`config.mk`:
```
export PLATFORM = sky130hd
export DESIGN_NAME = xalu_ise_issue
export DESIGN_NICKNAME = d
export VERILOG_FILES = /design/src/rtl/xalu_ise_pkg.sv /design/src/rtl/xalu_ise_tmo.sv /design/src/rtl/xalu_ise_issue.sv
export SDC_FILE = /design/constraint.sdc
export NUM_CORES = 1
export LEC_CHECK = 0
export CORE_MARGIN = 10
export CORE_UTILIZATION = 43
export CTS_CLUSTER_DIAMETER = 50
export DETAILED_ROUTE_END_ITERATION = 16
export PLACE_DENSITY = 0.85
export SLEW_MARGIN = 20
export SYNTH_ARGS = -nofsm -noshare
export SYNTH_HDL_FRONTEND = slang
export SYNTH_SLANG_ARGS = --single-unit
```
`constraint.sdc`:
```
create_clock -name ise_clk -period 2.8 [get_ports ise_clk]
set_input_delay 0.56 -clock ise_clk [delete_from_list [all_inputs] [get_ports ise_clk]]
set_output_delay 0.56 -clock ise_clk [all_outputs]
set_load 0.01 [all_outputs]
```
`src/rtl/xalu_ise_pkg.sv`:
```
// Shared constants and types for the custom-instruction ALU issue path:
// sequencer state encoding, CUSTOM slot codes and field widths.
package xalu_ise_pkg;

    localparam int FN_W  = 6;
    localparam int IMM_W = 7;
    localparam int RD_W  = 5;
    localparam int XLEN  = 32;

    localparam logic [1:0] IDLE  = 2'd0;
    localparam logic [1:0] ISSUE = 2'd1;
    localparam logic [1:0] RESP  = 2'd2;

    // Custom slot as carried in fn[1:0]
    localparam logic [1:0] CUSTOM_0 = 2'd0;
    localparam logic [1:0] CUSTOM_1 = 2'd1;
    localparam logic [1:0] CUSTOM_2 = 2'd2;
    localparam logic [1:0] CUSTOM_3 = 2'd3;

    typedef struct packed {
        logic [FN_W-1:0]  fn;
        logic [IMM_W-1:0] imm;
        logic [XLEN-1:0]  rs1;
        logic [XLEN-1:0]  rs2;
        logic [RD_W-1:0]  rd;
    } ise_req_t;

endpackage

```
`src/rtl/xalu_ise_tmo.sv`:
```
// Request timeout counter: counts cycles a request waits unanswered and
// flags expiry once the count reaches TIMEOUT-1.
module xalu_ise_tmo #(
    parameter int TIMEOUT = 4
) (
    input  logic clk,
    input  logic rst_n,
    input  logic clear,
    input  logic enable,
    output logic expired
);

    logic [3:0] count_reg;

    always_ff @(posedge clk) begin
        if (!rst_n) begin
            count_reg <= 4'd0;
        end else if (clear) begin
            count_reg <= 4'd0;
        end else if (enable) begin
            count_reg <= count_reg + 4'd1;
        end
    end

    assign expired = (count_reg == 4'(TIMEOUT - 1));

endmodule

```
`src/rtl/xalu_ise_issue.sv`:
```
// Issue/writeback sequencer for the custom-instruction ALU port.
// Define XALU_ISE_ISSUE_TIMEOUT_EN to build the unclaimed-request timeout.
module xalu_ise_issue
    import xalu_ise_pkg::*;
#(
    parameter int TIMEOUT = 4
) (
    input  logic             ise_clk,
    input  logic             ise_rst,
    input  logic             dec_val,
    output logic             dec_rdy,
    input  logic [FN_W-1:0]  dec_fn,
    input  logic [IMM_W-1:0] dec_imm,
    input  logic [XLEN-1:0]  dec_rs1,
    input  logic [XLEN-1:0]  dec_rs2,
    input  logic [RD_W-1:0]  dec_rd,
    input  logic             flush,
    output logic [FN_W-1:0]  ise_fn,
    output logic [IMM_W-1:0] ise_imm,
    output logic [XLEN-1:0]  ise_in1,
    output logic [XLEN-1:0]  ise_in2,
    output logic             ise_val,
    input  logic             ise_oval,
    input  logic [XLEN-1:0]  ise_out,
    output logic             wb_val,
    input  logic             wb_rdy,
    output logic [RD_W-1:0]  wb_rd,
    output logic [XLEN-1:0]  wb_data,
    output logic             wb_ill
);

    if (TIMEOUT < 1 || TIMEOUT > 15) begin : g_bad_timeout
        $error("xalu_ise_issue: TIMEOUT must be in 1..15");
    end

    logic [1:0]      state_reg;
    logic [1:0]      state_next;
    ise_req_t        req_reg;
    logic [XLEN-1:0] data_reg;
    logic            accept;
    logic            responded;
    logic            timeout;

    assign accept    = (state_reg == IDLE) && dec_val && !flush;
    assign responded = (state_reg == ISSUE) && ise_oval;

`ifdef XALU_ISE_ISSUE_TIMEOUT_EN
    logic expired;
    logic ill_reg;

    xalu_ise_tmo #(
        .TIMEOUT(TIMEOUT)
    ) u_tmo (
        .clk    (ise_clk),
        .rst_n  (ise_rst),
        .clear  (accept),
        .enable ((state_reg == ISSUE) && !ise_oval),
        .expired(expired)
    );

    assign timeout = (state_reg == ISSUE) && !ise_oval && expired;

    always_ff @(posedge ise_clk) begin
        if (!ise_rst) begin
            ill_reg <= 1'b0;
        end else if (!flush && (responded || timeout)) begin
            ill_reg <= timeout;
        end
    end

    assign wb_ill = ill_reg;
`else
    // Without the timeout an unclaimed request waits for flush or reset.
    assign timeout = 1'b0;
    assign wb_ill  = 1'b0;
`endif

    always_comb begin
        state_next = state_reg;
        case (state_reg)
            IDLE:    if (accept) state_next = ISSUE;
            ISSUE:   if (responded || timeout) state_next = RESP;
            RESP:    if (wb_rdy) state_next = IDLE;
            default: state_next = IDLE;
        endcase
        if (flush) begin
            state_next = IDLE;
        end
    end

    always_ff @(posedge ise_clk) begin
        if (!ise_rst) begin
            state_reg <= IDLE;
            req_reg   <= '0;
            data_reg  <= '0;
        end else begin
            state_reg <= state_next;
            if (accept) begin
                req_reg <= '{fn: dec_fn, imm: dec_imm, rs1: dec_rs1,
                             rs2: dec_rs2, rd: dec_rd};
            end
            // A flushed response is dropped rather than captured.
            if (!flush && (responded || timeout)) begin
                data_reg <= responded ? ise_out : '0;
            end
        end
    end

    assign dec_rdy = (state_reg == IDLE);
    assign ise_val = (state_reg == ISSUE);
    assign wb_val  = (state_reg == RESP);
    assign ise_fn  = req_reg.fn;
    assign ise_imm = req_reg.imm;
    assign ise_in1 = req_reg.rs1;
    assign ise_in2 = req_reg.rs2;
    assign wb_rd   = req_reg.rd;
    assign wb_data = data_reg;

endmodule
```
## Word level (Yosys, flattened, before mapping)

Index checks and enable logic that the tools add are counted.

| cells by class | value |
|---|---|
| eq/ne operators | 5 |
| multiplexer cells | 5 |
| bitwise gates (word level) | 1 |
| reduce and logical (&&, ||, !) cells | 8 |

Operators by type and width:

| operator | count |
|---|---|
| 2-to-1 mux 32 bit | 1 |
| 2-to-1 mux 2 bit | 3 |
| inequality test 2 x 1 -> 1 bit (second input constant) | 3 |
| one-hot mux 2 bit (3 select lines) | 1 |
| logical AND 1 bit | 4 |
| AND reduction 3 bit | 1 |
| == test 2 x 1 -> 1 bit (second input constant) | 1 |
| == test 2 bit (second input constant) | 1 |
| zero test 2 bit | 1 |
| OR reduction 2 bit | 1 |
| zero test 1 bit | 1 |
| NOT 1 bit | 1 |

| word-level totals | value |
|---|---|
| register bits | 116 |
| input bits | 120 |
| word-level logic and storage cells | 26 |

## Logic depth before layout (Yosys ltp)

| logic depth | value |
|---|---|
| word-level depth | 5 |
| mapped depth | 4 |
| gate-level depth less buffers | 2 |

## Worst setup path after synthesis

No wires, ideal clock.

| timing path | value |
|---|---|
| path kind | input -> register |
| from | input port flush |
| to | register req_reg, in the netlist ise_fn[2] |
| setup time | 72 ps |
| arrival time | 1335 ps |
| data required time | 2728 ps |
| setup slack | 1393 ps |
| cell stages on the path | 4 |
| cells stage by stage | nor4b_4 > buf_6 > buf_12 > mux2i_1 |

| on the way | value |
|---|---|
| cells in the longest elaborated chain, start to end | 2 |

Ends and longest elaborated chain:

| what | RTL line | text |
|---|---|---|
| start: declaration | xalu_ise_issue.sv:17 | `input logic flush,` |
| zero test 1 bit | xalu_ise_issue.sv:44 | `assign accept = (state_reg == IDLE) && dec_val && !flush;` |
| logical AND 1 bit | xalu_ise_issue.sv:44 |  |
| end signal: assignment | xalu_ise_issue.sv:99 | `req_reg <= '{fn: dec_fn, imm: dec_imm, rs1: dec_rs1,` |
| end: declaration | xalu_ise_issue.sv:38 | `ise_req_t req_reg;` |

No other way between the ends.
A chain may end at the register's enable or synchronous reset.

## Worst setup path in the final report

| timing path | value |
|---|---|
| from | register state_reg[1] |
| to | output port wb_val |

| on the way | value |
|---|---|
| cells in the longest elaborated chain, start to end | 1 |

Ends and longest elaborated chain:

| what | RTL line | text |
|---|---|---|
| start: declaration | xalu_ise_issue.sv:36 | `logic [1:0] state_reg;` |
| start signal: assignment | xalu_ise_issue.sv:97 | `state_reg <= state_next;` |
| == test 2 bit | xalu_ise_issue.sv:111 | `assign wb_val = (state_reg == RESP);` |
| end: declaration | xalu_ise_issue.sv:25 | `output logic wb_val,` |

No other way between the ends.

==> impl_table.tex <==
\begin{tabular}{lr}
\hline
Metric & Value \\
\hline
\multicolumn{2}{l}{\textbf{Clocking}} \\
Level count of the clock H-tree & 4 \\
Maximum root-to-sink buffer count & 2 \\
Clk sink count & 116 \\
Reg clk slew, reported paths & 0.06 ns \\
Root Buffer Master & clkbuf\_8 \\
Clock buffers created by TritonCTS & 17 \\
Gates resized, CTS repair & 0 \\
Post-CTS Hold Buffers & 0 \\
Post CTS Setup Buffer Count & 0 \\
TritonCTS clock tree & built \\
Clock insertion delay at the later pin of the skew report & about 0.51 ns \\
\multicolumn{2}{l}{\textbf{Drt}} \\
Antenna Violating Nets Remaining & 0 \\
Top routing layer used & met4 \\
TritonRoute pass-1 iters & 4 \\
Initial DRC count & 197 \\
WL met3 & approximately 1.4 mm \\
Remaining routing DRC violations & 0 \\
Detailed-route wire length on metal 1 & 5.72 mm \\
Vias per cell & $\sim$4.8 \\
Routed length on met2 & 7.39 mm \\
Via count & $\sim$4200 \\
Wire per inst & 17.0 um \\
Total length of routed wires & approximately 15 mm \\
\multicolumn{2}{l}{\textbf{Cells and area}} \\
Number of diodes & 0 \\
Filler-free cell count of the finished design & 883 \\
FF/Latch Area & 2320 sq um \\
Area added between synthesis and finish & 62.8\% \\
Layout cell share with drive strength beyond 1 & roughly 5\% \\
\# fillers & 813 \\
Final core utilization & 71.2\% \\
Final nets & 850 \\
Area used by multi-input combinational logic & about 2100 sq um \\
\multicolumn{2}{l}{\textbf{Floorplanning}} \\
Top-level port count & 238 \\
Area of the die & approximately 16000 sq um \\
Cell Rows & 38 \\
DIE HEIGHT & 125 um \\
Area of the core & about 11000 sq um \\
Initial standard-cell utilization of the core & roughly 44\% \\
Chip width & 125 um \\
\multicolumn{2}{l}{\textbf{STA}} \\
Final Max Slew Viols & 0 \\
Final worst path period need & roughly 2.3 ns \\
Final setup violation count & 0 \\
Setup total negative slack & 0 ns \\
Unrepaired setup endpoints after global routing & no \\
Setup skew after layout & 0.00667 ns \\
Ratio of final minimum period to clock period & a little over four fifths \\
Total count of hold-check failures in the final report & 0 \\
Worst slack on hold paths & 0.456 ns \\
Maximum clock frequency & 426 MHz \\
\multicolumn{2}{l}{\textbf{Yosys}} \\
Number of distinct standard cells referenced by the synthesized netlist & 20 \\
Cells after synthesis & 509 \\
Synthesized net count & 629 \\
Sequential share of the synthesized area & 49.2\% \\
Mean instance size in the synthesized netlist & 9.28 sq um \\
Number of warnings issued by yosys & 0 \\
Flop and latch count out of synthesis & 116 \\
Synth Cell Area & about 4700 sq um \\
\multicolumn{2}{l}{\textbf{Global routing}} \\
First-pass GRT wire length & $\sim$23 mm \\
Pin count of the biggest net entering global routing & 87 \\
Global route total overflow & 0 \\
Vias in the first global route & 4312 \\
GRT Overall Usage & 18.5\% \\
Initial antenna violation count & 0 \\
\multicolumn{2}{l}{\textbf{Power and ir drop}} \\
Cell Pwr Density & approximately 600 nW/um\^{}2 \\
Leakage component of the power & a little under 3 nW \\
Overall power & about 0.0046 W \\
Worst IR drop on VDD & roughly 390 uV \\
\multicolumn{2}{l}{\textbf{Worst setup path}} \\
Setup crit end kind & output port \\
Worst Reg2Reg Path Length in Cells & 3 \\
Type of the worst setup path & flop to output port \\
Required time worst endpoint & 2.24 ns \\
Arr. time, crit path & 1.79 ns \\
Kind of launch point of the worst setup path & flop \\
Minimum setup slack among reg-to-reg paths & 1.21 ns \\
Critical-path maximum fanout & 8 \\
\multicolumn{2}{l}{\textbf{Flow run}} \\
Max-cap violations & 0 \\
\multicolumn{2}{l}{\textbf{Status}} \\
Result of the run & completed \\
\multicolumn{2}{l}{\textbf{Place}} \\
DP Wirelength & 11.2 mm \\
Number of I/O port buffers & between 200 and 250 \\
Cell count after placement & 851 \\
GPL Wtd Cong & 0.806 \\
\multicolumn{2}{l}{\textbf{Worst hold path}} \\
Number of cells on the worst hold path & 2 \\
Class of the tightest hold or removal check & flop to flop \\
\hline
\end{tabular}
==> final timing paths <==
| kind | from | endpoint |
|---|---|---|
| worst max register to register | state_reg[1] | ise_in2[11] |
| worst min-delay path | ise_in2[6] | ise_in2[6] |
| worst min register to register | ise_in2[6] | ise_in2[6] |
| worst max-delay path | state_reg[1] | wb_val |
==> area by class of cell <==
class / instances / share of cell area [%]
clock inverter: 10 / 2.31
multi-input combinational: 354 / 27.3
clock buffer: 22 / 5.89
timing repair buffer: 241 / 32.0
tap: 140 / 2.28
sequential: 116 / 30.2
==> metal layers <==
layer,vias to the layer above,track usage [%]
met3,35,7.83
met2,162,30.9
met5,-,0
met4,0,9.87
met1,1924,19.4
li1,2078,-
==> layout by cell type (no fill, tap or decap) <==
cell type	netlist	final
mux2i_1	114	114
nor4b_4	1	1
nand3b_1	1	1
nand2_1	228	228
clkbuf_8	0	3
buf_12	7	5
bufinv_16	0	5
buf_6	4	1
nor3b_1	1	1
clkdlybuf4s50_1	0	235
a21oi_1	1	1
and4bb_2	0	1
clkinvlp_4	0	1
nor2_1	1	1
or3b_1	1	1
dfxtp_1	116	116
nor2b_1	2	2
clkbuf_16	0	16
conb_1	1	1
o21ba_1	1	1
nand2b_1	1	1
clkinv_2	0	4
clkbuf_1	21	3
==> worst max-delay path, stage by stage, from the launching register on <==
cell,delay (ns)
dfxtp_1,0.54
nor2b_1,0.20
clkdlybuf4s50_1,0.55
==> where the power goes <==
group	leakage [nW]	switching [W]	internal [W]
logic	1.68	0.000224	0.000336
registers	0.945	0.0000363	0.00172
clock network	0.309	0.000735	0.00158
==> synthesized netlist by cell type (all sizes together) <==
| library cell | n | area [sq um] |
|---|---|---|
| buf | 18 | 224 |
| clkbuf | 21 | 78.8 |
| nand3b | 1 | 7.51 |
| dfxtp | 116 | 2320 |
| nor2 | 1 | 3.75 |
| nor4b | 1 | 23.8 |
| a21oi | 1 | 5.00 |
| mux2i | 114 | 1140 |
| nor2b | 2 | 12.5 |
| nor3b | 1 | 7.51 |
| or3b | 1 | 8.76 |
| conb | 1 | 3.75 |
| nand2 | 228 | 856 |
| and4bb | 1 | 12.5 |
| o21ba | 1 | 10.0 |
| nand2b | 1 | 6.26 |
==> cell families after synthesis <==
| logic type | Yosys count | share of synthesized area [%] |
|---|---|---|
| and+or+nand+nor | 237 | 19.9 |
| DFF | 116 | 49.2 |
| muxes | 114 | 24.2 |
| buffers and inverters | 39 | 6.41 |
| AOI/OAI and AO/OA | 2 | 0.318 |
| other | 1 | 0.0794 |
==> stage by stage <==
stage               worst slack (ns)  cell area, sq um
CTS                            0.427              7690
global route                   0.344              7690
floorplan                       1.39              4720
finish                         0.451              7690
detailed placement             0.674              7060
global placement               0.751              7060
Note: power is estimated with default switching activity, not from simulation.
